**src/rtl/led_pwm_dimmer.sv**
```systemverilog
// led_pwm_dimmer
// ---------------------------------------------------------------------------
// Multi-channel LED PWM dimmer driven by three push-buttons.
//   - key_up / key_dn : raise / lower the shadow duty of the selected channel
//                       (debounced, with auto-repeat while held)
//   - key_sel         : advance the selected channel (debounced, no repeat)
// Shadow duties are copied into the active duty registers only at PWM period
// boundaries. This prevents glitches on the LED outputs.
//
// Ports:
//   clk       system clock
//   rst       synchronous active-high reset
//   breathe   (only with LED_PWM_BREATHE_EN) triangle-ramp the selected channel
//   key_up    raw button, high = pressed
//   key_dn    raw button, high = pressed
//   key_sel   raw button, high = pressed
//   led       registered PWM outputs, high = LED on
//   sel_ch    currently selected channel index
//   duty_sel  committed (active) duty of the selected channel
//
// Optional feature macro: LED_PWM_BREATHE_EN
// ---------------------------------------------------------------------------
module led_pwm_dimmer #(
  parameter int N_CH          = 4,
  parameter int PWM_W         = 10,
  parameter int CLK_DIV       = 16,
  parameter int STEP          = 1,
  parameter int DEB_CYCLES    = 50000,
  parameter int REPEAT_CYCLES = 2000000
) (
  input  logic                                       clk,
  input  logic                                       rst,
`ifdef LED_PWM_BREATHE_EN
  input  logic                                       breathe,
`endif
  input  logic                                       key_up,
  input  logic                                       key_dn,
  input  logic                                       key_sel,
  output logic [N_CH-1:0]                            led,
  output logic [((N_CH > 1) ? $clog2(N_CH) : 1)-1:0] sel_ch,
  output logic [PWM_W-1:0]                           duty_sel
);

  localparam int SEL_W = (N_CH > 1) ? $clog2(N_CH) : 1;
  localparam int PRE_W = (CLK_DIV > 1) ? $clog2(CLK_DIV) : 1;
  localparam int DEB_W = $clog2(DEB_CYCLES + 1);
  localparam int REP_W = $clog2(REPEAT_CYCLES + 1);
  localparam logic [PWM_W-1:0] DUTY_MAX = '1;
  localparam logic [PWM_W:0]   STEP_X   = (PWM_W+1)'(STEP);

  // -------------------------------------------------------------------------
  // Key path: 2-FF synchroniser, debouncer and press/repeat event pulse.
  // Index 0 = up, 1 = dn, 2 = sel.
  // -------------------------------------------------------------------------
  logic [2:0] key_raw;
  logic [2:0] key_evt;
  assign key_raw = {key_sel, key_dn, key_up};

  for (genvar gi = 0; gi < 3; gi++) begin : g_key
    localparam bit HAS_REPEAT = (gi != 2);
    logic             sync1_q, sync2_q, stable_q, evt_q;
    logic [DEB_W-1:0] deb_cnt_q;
    logic [REP_W-1:0] rep_cnt_q;
    logic             accept, rise, rep_fire;

    // Accept the new level on the DEB_CYCLES-th consecutive differing clk.
    assign accept   = (sync2_q != stable_q) && (deb_cnt_q == DEB_W'(DEB_CYCLES - 1));
    assign rise     = accept & sync2_q;
    assign rep_fire = HAS_REPEAT && stable_q && (rep_cnt_q == REP_W'(REPEAT_CYCLES - 1));

    always_ff @(posedge clk) begin
      if (rst) begin
        sync1_q   <= 1'b0;
        sync2_q   <= 1'b0;
        stable_q  <= 1'b0;
        deb_cnt_q <= '0;
        rep_cnt_q <= '0;
        evt_q     <= 1'b0;
      end else begin
        sync1_q <= key_raw[gi];
        sync2_q <= sync1_q;
        // Any return to the stable level (bounce) restarts the count.
        if (sync2_q == stable_q) begin
          deb_cnt_q <= '0;
        end else if (accept) begin
          stable_q  <= sync2_q;
          deb_cnt_q <= '0;
        end else begin
          deb_cnt_q <= deb_cnt_q + 1'b1;
        end
        // Repeat timer restarts on the press and after every repeat event.
        if (rise || !stable_q || rep_fire) rep_cnt_q <= '0;
        else                               rep_cnt_q <= rep_cnt_q + 1'b1;
        evt_q <= rise | rep_fire;
      end
    end

    assign key_evt[gi] = evt_q;
  end

  // Opposing up/dn events in the same clk cancel.
  logic adj_up, adj_dn, sel_evt;
  assign adj_up  = key_evt[0] & ~key_evt[1];
  assign adj_dn  = key_evt[1] & ~key_evt[0];
  assign sel_evt = key_evt[2];

  // -------------------------------------------------------------------------
  // Prescaler, PWM counter and channel select
  // -------------------------------------------------------------------------
  logic [PRE_W-1:0] pre_q, pre_d;
  logic [PWM_W-1:0] pwm_cnt_q, pwm_cnt_d;
  logic [SEL_W-1:0] sel_q, sel_d;
  logic             tick, boundary;

  assign tick     = (pre_q == PRE_W'(CLK_DIV - 1));
  assign boundary = tick && (pwm_cnt_q == DUTY_MAX);

  always_comb begin
    pre_d     = tick ? '0 : pre_q + 1'b1;
    pwm_cnt_d = tick ? pwm_cnt_q + 1'b1 : pwm_cnt_q;
    sel_d     = sel_q;
    if (sel_evt) sel_d = (sel_q == SEL_W'(N_CH - 1)) ? '0 : sel_q + 1'b1;
  end

  always_ff @(posedge clk) begin
    if (rst) begin
      pre_q     <= '0;
      pwm_cnt_q <= '0;
      sel_q     <= '0;
    end else begin
      pre_q     <= pre_d;
      pwm_cnt_q <= pwm_cnt_d;
      sel_q     <= sel_d;
    end
  end

  // -------------------------------------------------------------------------
  // Per-channel shadow / active duty and PWM output
  // -------------------------------------------------------------------------
  logic [PWM_W-1:0] duty_arr [N_CH];

  for (genvar gi = 0; gi < N_CH; gi++) begin : g_ch
    logic [PWM_W-1:0] shadow_q, shadow_d, duty_q, inc_val, dec_val;
    logic [PWM_W:0]   sum;
    logic             led_q, is_sel;

    assign is_sel  = (sel_q == SEL_W'(gi));
    // Saturating arithmetic at PWM_W+1 bits.
    assign sum     = {1'b0, shadow_q} + STEP_X;
    assign inc_val = (sum > {1'b0, DUTY_MAX}) ? DUTY_MAX : sum[PWM_W-1:0];
    assign dec_val = ({1'b0, shadow_q} < STEP_X) ? '0 : shadow_q - STEP_X[PWM_W-1:0];

`ifdef LED_PWM_BREATHE_EN
    logic dir_up_q, dir_up_d;

    // While breathing, the selected channel ramps one step per period and
    // ignores the up/dn keys. Deselecting or dropping breathe freezes it.
    always_comb begin
      shadow_d = shadow_q;
      dir_up_d = dir_up_q;
      if (is_sel && breathe) begin
        if (boundary) begin
          if (dir_up_q) begin
            if (shadow_q == DUTY_MAX) begin
              dir_up_d = 1'b0;
              shadow_d = dec_val;
            end else begin
              shadow_d = inc_val;
            end
          end else begin
            if (shadow_q == '0) begin
              dir_up_d = 1'b1;
              shadow_d = inc_val;
            end else begin
              shadow_d = dec_val;
            end
          end
        end
      end else if (is_sel && adj_up) begin
        shadow_d = inc_val;
      end else if (is_sel && adj_dn) begin
        shadow_d = dec_val;
      end
    end

    always_ff @(posedge clk) begin
      if (rst) dir_up_q <= 1'b1;
      else     dir_up_q <= dir_up_d;
    end
`else
    always_comb begin
      shadow_d = shadow_q;
      if (is_sel && adj_up)      shadow_d = inc_val;
      else if (is_sel && adj_dn) shadow_d = dec_val;
    end
`endif

    always_ff @(posedge clk) begin
      if (rst) begin
        shadow_q <= '0;
        duty_q   <= '0;
        led_q    <= 1'b0;
      end else begin
        shadow_q <= shadow_d;
        if (boundary) duty_q <= shadow_q;
        // Full-scale duty means no off tick at all.
        led_q <= (pwm_cnt_q < duty_q) || (duty_q == DUTY_MAX);
      end
    end

    assign led[gi]      = led_q;
    assign duty_arr[gi] = duty_q;
  end

  assign sel_ch   = sel_q;
  assign duty_sel = duty_arr[sel_q];

endmodule

```
**config.mk**
```make
export PLATFORM = sky130hd
export DESIGN_NAME = led_pwm_dimmer
export DESIGN_NICKNAME = d
export VERILOG_FILES = /design/src/rtl/led_pwm_dimmer.sv
export SDC_FILE = /design/constraint.sdc
export NUM_CORES = 1
export LEC_CHECK = 0
export BUFFER_PORTS_ARGS = -buffer_cell sky130_fd_sc_hd__buf_4
export CAP_MARGIN = 10
export CORE_MARGIN = 2
export CORE_UTILIZATION = 40
export DETAILED_ROUTE_END_ITERATION = 16
export HOLD_SLACK_MARGIN = 0.06
export PLACE_DENSITY_LB_ADDON = 0.12
export SKIP_CTS_REPAIR_TIMING = 1
export SKIP_LAST_GASP = 1
export SYNTH_ARGS = -nofsm -noshare
export SYNTH_HDL_FRONTEND = slang
export SYNTH_SLANG_ARGS = --single-unit
export TNS_END_PERCENT = 100
```
**constraint.sdc**
```tcl
create_clock -name clk -period 2.4 [get_ports clk]
set_input_delay 0.12 -clock clk [delete_from_list [all_inputs] [get_ports clk]]
set_output_delay 0.12 -clock clk [all_outputs]
set_load 0.05 [all_outputs]
```
==> results.json, run 1 <==
{
  "grt-ovfl-total": 0,
  "synth-edff-count": 0,
  "vias": 10300,
  "die_h_um": 174,
  "tightest_slew_ns": 0.590,
  "place.gp.congestion": 0.878,
  "nets": 1572,
  "final.setup.worst_slack_ns": 0.122,
  "cts-root-buf": "clkbuf_16",
  "cts_htree_levels": 1,
  "layout_commonest_cell": "dfxtp_1",
  "layout-drive-gt1-share_pct": 10.4,
  "crit_chain": "nand4_1 > or3_1 > a221o_1 > nor3_2 > a31o_2 > nand2_2 > o41ai_2",
  "die_w_um": 174,
  "drv_slew": 0,
  "syn_area_um2": 11500,
  "ios": 21,
  "cts_buffers": 25,
  "syn_area_per_cell_um2": 7.79,
  "clkTransAtPathRegs_ns": 0.06,
  "antenna_found_initial": 0,
  "slowest_stage": "dfxtp_1",
  "finClkSkew_ns": 0.0103,
  "drt_iter0_markers": 618,
  "start_util_pct": 40.4,
  "slowest_delay_ns": 0.54,
  "num_antenna_cells": 0,
  "crit_path_max_fanout": 12,
  "cp.buffers_inverters": 0,
  "clock_path_buffers": 3,
  "core_area_um2": 28500,
  "ys.flop_type": "dfxtp_1",
  "rsz0062_at_grt": "false",
  "port_buffers": 20,
  "std_cell_rows": 62,
  "worst_ep_arrival_time_ns": 2.70,
  "syn2layout_area_growth_pct": 14.2,
  "place_area_um2": 12300,
  "grt_pass1_vias": 9682,
  "ys_types": 74,
  "hold_violations": 0,
  "startpoint_type": "flop",
  "place_ws_ns": 0.124,
  "ys_seq_area_share_pct": 35.1,
  "hold_ws_ns": 0.360,
  "ir_worst_vdd_mv": 0.400,
  "syn_nets": 1544,
  "ant_nets": 0,
  "crit_family": "simple AND/OR/NAND/NOR gates",
  "p_per_area_nw_per_um2": 543,
  "yosys-top-cells-area": "dfxtp_1 35%, ha_1 6.4%, nand2_1 6.3%, nor2_1 6.1%, xor2_1 4.9%",
  "design_area_um2": 13200,
  "async_flop_share_pct": 0,
  "hold_path_class": "in2reg",
  "grt.total_usage_pct": 19.2,
  "yosysWarningCount": 0,
  "grt_max_degree": 59,
  "cts_sinks": 202,
  "syn_inst": 1480,
  "hpwlAfterDp_mm": 20.2,
  "synth_top_area_share_pct": 35.1,
  "die_area_um2": 30200,
  "setup_viol": 0,
  "drt-vias-per-instance": 5.38,
  "layout_min_cycle_time_ns": 2.28,
  "leakage_nw": 4.53,
  "routed_wirelength_mm": 29.0,
  "synth_top_area_cell": "dfxtp_1",
  "run_status": "finished, final reports clean",
  "max_cap_viol_count": 0,
  "fin_tns_setup_ns": 0,
  "routedWlPerCell_um": 15.2,
  "drc": 0,
  "grt_pass1_wl_mm": 49.1,
  "required_ns": 2.82,
  "critPathKind": "reg2reg",
  "final_cell_mix": "200 x dfxtp_1, 192 x nand2_1, 186 x nor2_1",
  "min_period_over_period_pct": 94.9,
  "slew-limit-headroom_pct": 60.6,
  "worstSkewPairLatency_ns": 0.52,
  "ys_ff_latch": 202,
  "cp-end-kind": "flop",
  "cts_tree": "done",
  "drtPass1Iterations": 6,
  "clock.fmax_mhz": 439
}
## area by class of cell
type	count	area, um2
clock buffer	39	748
clock inverter	6	55.1
fill	2926	15400
inverter	64	240
multi-input combinational	1124	6870
sequential	202	4050
tap	384	480
timing repair buffer	91	731
## logic make-up (layout without fill, tap and decap cells)
group	after synthesis	in the layout	synth area share [%]
AND/OR/NAND/NOR	653	653	27.1
AO/OA/AOI/OAI	285	285	15.0
flip-flops	202	202	35.1
buffers and inverters	154	200	5.41
XOR/XNOR	110	110	8.36
adder cells (fa/ha/maj)	59	59	6.40
multiplexers	17	17	2.57
## stage by stage
stage | total power, mW | cells | utilization [%]
2_1_floorplan | 3.49 | 1480 | -
3_3_place_gp | 3.53 | 1861 | 43.1
3_5_place_dp | 3.53 | 1861 | 43.1
4_1_cts | 7.26 | 1906 | 46.0
5_1_grt | 7.41 | 1910 | 46.1
6_report | 7.15 | 1910 | 46.1
## per-layer routing
layer / GRT usage [%] / up-vias / wire [um]
met5: 0 / - / 0
met4: 4.55 / 0 / 587
met3: 2.30 / 43 / 1170
met2: 31.6 / 241 / 13100
met1: 27.0 / 4791 / 14200
li1: - / 5210 / -
## flip-flops by register name, indices dropped and copies added (netlist names), 3 cells and up
name,flops
g_ch.shadow_q,40
g_ch.led_q,4
g_key.sync1_q,3
g_key.evt_q,3
pre_q,4
g_key.deb_cnt_q,48
pwm_cnt_q,10
g_ch.duty_q,40
g_key.stable_q,3
g_key.sync2_q,3
g_key.rep_cnt_q,42
## synthesized netlist by cell type (13+ instances only)
master and n:
nor2_1 187, and3_1 27, xnor2_1 46, nor2b_1 13, nand4_1 33, or3_1 16
nand2_1 192, nand3_1 61, a22oi_1 13, nor3_1 44, dfxtp_1 202, xor2_1 64
ha_1 59, o21ai_0 84, a21oi_1 104, inv_1 64, nor4_1 17, clkbuf_1 70
## report_power, final
group          switching, mW  internal [mW]  total, mW
Clock                   1.46           2.23       3.69
Sequential           0.00738           3.36       3.37
Combinational         0.0568         0.0293     0.0860
Total                   1.53           5.63       7.15
## worst reg2reg max path: cells and delay by family, from the launching register on
family	cells	cell delay, ns
AND/OR/NAND/NOR	4	0.86
AO/OA/AOI/OAI	3	0.78
flip-flops	1	0.54
## worst paths after layout
| path | startpoint | cells after the start | to | slack, ns |
|---|---|---|---|---|
| max reg2reg | g_ch[0].shadow_q[2] | 7 | g_ch[0].shadow_q[0] | 0.12 |
| min | key_up | 3 | g_key[0].sync1_q | 0.36 |
| min reg2reg | g_key[2].sync1_q | 1 | g_key[2].sync2_q | 0.43 |
| max | g_ch[0].shadow_q[2] | 7 | g_ch[0].shadow_q[0] | 0.12 |
Note: power is estimated with default switching activity, not from simulation.
==> inputs of run 2 (changes only) <==
--- a/config.mk
+++ b/config.mk
@@ -11,7 +11,7 @@
 export CORE_UTILIZATION = 40
 export DETAILED_ROUTE_END_ITERATION = 16
 export HOLD_SLACK_MARGIN = 0.06
-export PLACE_DENSITY_LB_ADDON = 0.12
+export PLACE_DENSITY = 0.56
 export SKIP_CTS_REPAIR_TIMING = 1
 export SKIP_LAST_GASP = 1
 export SYNTH_ARGS = -nofsm -noshare
==> run 2 against run 1 <==
Against the previous run: clock power is essentially flat; global-route usage down 0.76 points; die area unchanged; combinational power is 1% higher; register-to-register slack lost 0.02 ns; non-clock buffer count grew 1; first-iteration DRC count up 12%; core utilization is essentially flat; via count shrank 0.55%; sequential power is essentially flat; largest cell class unchanged; sequential share of layout area barely moved; total power is 0.24% higher.
==> results.json, run 2 (synthesis gave the netlist of run 1 again) <==
{
  "run_status": "finished, final reports clean",
  "routedWlPerCell_um": 14.8,
  "final_cell_mix": "200 x dfxtp_1, 192 x nand2_1, 186 x nor2_1",
  "design_area_um2": 13200,
  "start_util_pct": 40.4,
  "clock.fmax_mhz": 435,
  "drtPass1Iterations": 5,
  "place.gp.congestion": 0.884,
  "leakage_nw": 4.53,
  "clkTransAtPathRegs_ns": 0.06,
  "nets": 1573,
  "layout-drive-gt1-share_pct": 10.4,
  "hold_violations": 0,
  "antenna_found_initial": 0,
  "place_area_um2": 12300,
  "crit_path_max_fanout": 8,
  "largest_reg_flops": 48,
  "grt_max_degree": 77,
  "slowest_stage": "or4b_4",
  "cts_htree_levels": 1,
  "worst_ep_arrival_time_ns": 2.69,
  "cp.buffers_inverters": 1,
  "slew-limit-headroom_pct": 58.7,
  "syn2layout_area_growth_pct": 14.2,
  "num_antenna_cells": 0,
  "core_area_um2": 28500,
  "grt.total_usage_pct": 18.5,
  "grt_pass1_vias": 9738,
  "std_cell_rows": 62,
  "tightest_slew_ns": 0.614,
  "die_w_um": 174,
  "hold_path_class": "in2reg",
  "cts_tree": "done",
  "grt-ovfl-total": 0,
  "drt-vias-per-instance": 5.36,
  "die_area_um2": 30200,
  "layout_min_cycle_time_ns": 2.30,
  "clock_path_buffers": 3,
  "ir_worst_vdd_mv": 0.420,
  "worstSkewPairLatency_ns": 0.53,
  "report.power.total_mw": 7.17,
  "die_h_um": 174,
  "layout_commonest_cell": "dfxtp_1",
  "cts_sinks": 202,
  "critPathKind": "reg2reg",
  "min_period_over_period_pct": 95.8,
  "crit_family": "simple AND/OR/NAND/NOR gates",
  "hpwlAfterDp_mm": 19.8,
  "startpoint_type": "flop",
  "fin_tns_setup_ns": 0,
  "reg_top3": "g_key.deb_cnt_q (48), g_key.rep_cnt_q (42)",
  "required_ns": 2.79,
  "slowest_delay_ns": 0.49,
  "routed_wirelength_mm": 28.3,
  "port_buffers": 20,
  "ios": 21,
  "ant_nets": 0,
  "setup_viol": 0,
  "drt_iter0_markers": 694,
  "p_per_area_nw_per_um2": 545,
  "cp-end-kind": "flop",
  "crit_chain": "inv_1 > ha_1 > or4b_4 > or3b_4 > nand2_4 > o22ai_1 > nor2_1 > a41oi_1 > o311a_1",
  "max_cap_viol_count": 0,
  "regMostFlops": "g_key.deb_cnt_q",
  "vias": 10200,
  "finClkSkew_ns": 0.0312,
  "drv_slew": 0,
  "drc": 0,
  "rsz0062_at_grt": "false",
  "grt_pass1_wl_mm": 47.8,
  "cts_buffers": 25,
  "cts-root-buf": "clkbuf_16"
}
run 2: worst reg2reg max path, cell delays in order, from the launching register on:
cell and delay (ns):
dfxtp_2 0.35, inv_1 0.08, ha_1 0.16, or4b_4 0.49
or3b_4 0.42, nand2_4 0.13, o22ai_1 0.09, nor2_1 0.10
a41oi_1 0.05, o311a_1 0.30
run 2: power breakdown:
| group | total (mW) | switching (mW) | internal (mW) |
|---|---|---|---|
| Combinational | 0.0872 | 0.0571 | 0.0301 |
| Sequential | 3.37 | 0.00720 | 3.37 |
| Clock | 3.71 | 1.43 | 2.28 |
run 2: through the flow:
step | instances | hold WS [ns] | utilization (%) | setup WS [ns]
floorplan | 1480 | 0.248 | - | 0.0231
global placement | 1861 | 0.339 | 43.1 | 0.146
detailed placement | 1861 | 0.335 | 43.1 | 0.111
CTS | 1903 | -0.200 | 45.9 | 0.0771
global route | 1908 | 0.408 | 46.1 | 0.0131
finish | 1908 | 0.370 | 46.1 | 0.0998
run 2: path summary, 6_finish.rpt:
path / slack [ns] / endpoint / cells past startpoint / from
worst min-delay path: 0.37 / g_key[0].sync1_q / 3 / key_up
worst max-delay path: 0.1 / g_ch[0].shadow_q[5] / 9 / g_ch[0].shadow_q[0]
worst min register to register: 0.44 / g_key[2].sync2_q / 1 / g_key[2].sync1_q
worst max register to register: 0.1 / g_ch[0].shadow_q[5] / 9 / g_ch[0].shadow_q[0]
run 2: layer usage:
metal	vias to the layer above	track usage (%)	wire length [um]
li1	5226	-	-
met1	4771	25.2	13800
met2	190	30.4	12700
met3	41	2.65	1120
met4	0	5.39	656
met5	-	0	0
run 2: layout make-up:
| class | instances | area [um2] |
|---|---|---|
| tap | 384 | 480 |
| inverter | 64 | 240 |
| clock inverter | 11 | 139 |
| fill | 2877 | 15400 |
| sequential | 202 | 4050 |
| clock buffer | 31 | 668 |
| multi-input combinational | 1124 | 6860 |
| timing repair buffer | 92 | 728 |
==> inputs of run 3 (changes only) <==
--- a/config.mk
+++ b/config.mk
@@ -5,13 +5,14 @@
 export SDC_FILE = /design/constraint.sdc
 export NUM_CORES = 1
 export LEC_CHECK = 0
-export BUFFER_PORTS_ARGS = -buffer_cell sky130_fd_sc_hd__buf_4
+export ABC_AREA = 1
 export CAP_MARGIN = 10
 export CORE_MARGIN = 2
 export CORE_UTILIZATION = 40
 export DETAILED_ROUTE_END_ITERATION = 16
+export DONT_BUFFER_PORTS = 1
 export HOLD_SLACK_MARGIN = 0.06
-export PLACE_DENSITY = 0.56
+export PLACE_DENSITY = 0.55
 export SKIP_CTS_REPAIR_TIMING = 1
 export SKIP_LAST_GASP = 1
 export SYNTH_ARGS = -nofsm -noshare
==> run 3 against run 2 <==
Against the previous run: critical endpoint is now duty_sel[2]; clock skew is 0.023 ns lower; sequential cell count did not move; fmax up 1.0%; via count up 4.9%; first-iteration DRC count is 0.86% lower; highest routed layer unchanged; clock power decreased by 2%.
==> results.json, run 3 <==
{
  "p_per_area_nw_per_um2": 534,
  "setup_viol": 0,
  "drt_iter0_markers": 688,
  "synth_top_area_share_pct": 34.0,
  "hold_path_class": "in2reg",
  "fin_util_pct": 45.0,
  "syn_area_um2": 11900,
  "final_cell_mix": "391 x nand2_1, 244 x inv_1, 202 x dfxtp_1",
  "syn_inst": 1737,
  "cts_tree": "done",
  "hold_violations": 0,
  "ir_worst_vdd_mv": 0.481,
  "port_buffers": 0,
  "hpwlAfterDp_mm": 21.1,
  "drt-vias-per-instance": 4.97,
  "report.power.total_mw": 7.08,
  "ios": 21,
  "std_cell_rows": 63,
  "ys.flop_type": "dfxtp_1",
  "cts_htree_levels": 1,
  "tightest_slew_ns": 0.649,
  "largest_reg_flops": 48,
  "vias": 10700,
  "hold_ws_ns": 0.0651,
  "crit_path_max_fanout": 15,
  "worst_ep_arrival_time_ns": 2.16,
  "syn_nets": 1801,
  "placedCellCount": 2107,
  "grt_pass1_vias": 9775,
  "async_flop_share_pct": 0,
  "place.gp.congestion": 0.886,
  "slew-limit-headroom_pct": 56.6,
  "run_status": "finished, final reports clean",
  "rsz0062_at_grt": "true",
  "drtPass1Iterations": 7,
  "r2r_slack_ns": 0.20,
  "required_ns": 2.28,
  "drc": 0,
  "grt_max_degree": 70,
  "yosysWarningCount": 0,
  "clock_path_buffers": 3,
  "stdcell_count": 2157,
  "syn2layout_area_growth_pct": 11.6,
  "grt.total_usage_pct": 18.8,
  "layout_min_cycle_time_ns": 2.28,
  "leakage_nw": 5.32,
  "layout_commonest_cell": "nand2_1",
  "synth_commonest_cells": "391 x nand2_1, 244 x inv_1, 202 x dfxtp_1",
  "cts_buffers": 25,
  "die_w_um": 176,
  "finClkSkew_ns": 0.00857,
  "regMostFlops": "g_key.deb_cnt_q",
  "antenna_found_initial": 0,
  "clkTransAtPathRegs_ns": 0.05,
  "clock.fmax_mhz": 439,
  "cp-end-kind": "output pin",
  "syn_area_per_cell_um2": 6.84,
  "start_util_pct": 40.3,
  "reg_top3": "g_key.deb_cnt_q (48), g_key.rep_cnt_q (42)",
  "drv_slew": 0,
  "max_cap_viol_count": 0,
  "grt-ovfl-total": 0,
  "layout-drive-gt1-share_pct": 7.92,
  "routed_wirelength_mm": 28.8,
  "synth-edff-count": 0,
  "cts_sinks": 202,
  "die_h_um": 176,
  "ys_ff_latch": 202,
  "startpoint_type": "flop",
  "core_area_um2": 29500,
  "synth_most_common_cell": "nand2_1",
  "grt_pass1_wl_mm": 48.8,
  "ant_nets": 0,
  "min_period_over_period_pct": 94.9,
  "ys_types": 51,
  "critPathKind": "reg2out",
  "worstSkewPairLatency_ns": 0.51,
  "nets": 1816,
  "cts-root-buf": "clkbuf_16",
  "yosys-top-cells-area": "dfxtp_1 34%, nand2_1 12%, a21oi_1 7.7%, inv_1 7.7%, ha_1 6.2%",
  "num_antenna_cells": 0,
  "ys_seq_area_share_pct": 34.0,
  "die_area_um2": 31100,
  "routedWlPerCell_um": 13.4,
  "synth_top_area_cell": "dfxtp_1"
}
## run 3: changes by cell type after synthesis, sizes merged, moves of 13 or more
cell	delta
or3	-15
nand2	+206
inv	+186
a21oi	+88
a22oi	-13
xnor2	-31
and3	-26
nand3	+36
nor2b	-13
buf	+17
clkbuf	-49
nor2	-23
## run 3: routing by layer
| metal | wire length, um | track usage, % | up-vias |
|---|---|---|---|
| met2 | 13100 | 30.8 | 159 |
| met4 | 560 | 3.89 | 0 |
| li1 | - | - | 5638 |
| met3 | 1000 | 2.24 | 36 |
| met1 | 14200 | 26.5 | 4892 |
| met5 | 0 | 0 | - |
## run 3: path summary, 6_finish.rpt
path,from,endpoint,depth (start not counted)
worst min register to register,g_key[2].sync1_q,g_key[2].sync2_q,2
worst max register to register,g_ch[0].shadow_q[0],g_ch[0].shadow_q[8],11
worst min-delay path,rst,pwm_cnt_q[4],4
worst max-delay path,sel_ch[0],duty_sel[2],5
## run 3: per-stage QoR
stage / instance area, um2 / setup WS, ns / TNS, ns
global placement: 12400 / 0.209 / 0
global route: 13300 / -0.00138 / -0.00138
floorplan: 11900 / 0.218 / 0
CTS: 13200 / 0.105 / 0
detailed placement: 12400 / 0.235 / 0
finish: 13300 / 0.123 / 0
## run 3: critical path, cell delays in order (launching register included)
cell	delay [ns]
dfxtp_1	0.42
inv_1	0.25
o21ai_0	0.32
a21oi_1	0.07
a21oi_1	0.31
buf_4	0.27
## run 3: cells by family after synthesis
group | synth area share [%]
AOI/OAI and AO/OA | 14.2
xor gates and xnor gates | 4.94
adders and majority gates | 6.21
buffers and inverters | 10.4
DFF | 34.0
and+or+nand+nor | 30.2
## run 3: area by class of cell
class                           count  area [um2]
Multi-Input combinational cell   1225        6600
Inverter                          252         946
Tap cell                          390         488
Fill cell                        3113       16200
Timing Repair Buffer               46         395
Clock inverter                      2        35.0
Clock buffer                       40         752
Sequential cell                   202        4040
## run 3: power by group
| part | total [mW] | internal, mW | switching [mW] |
|---|---|---|---|
| clock | 3.63 | 2.22 | 1.40 |
| combinational | 0.0803 | 0.0262 | 0.0540 |
| sequential | 3.37 | 3.36 | 0.00670 |
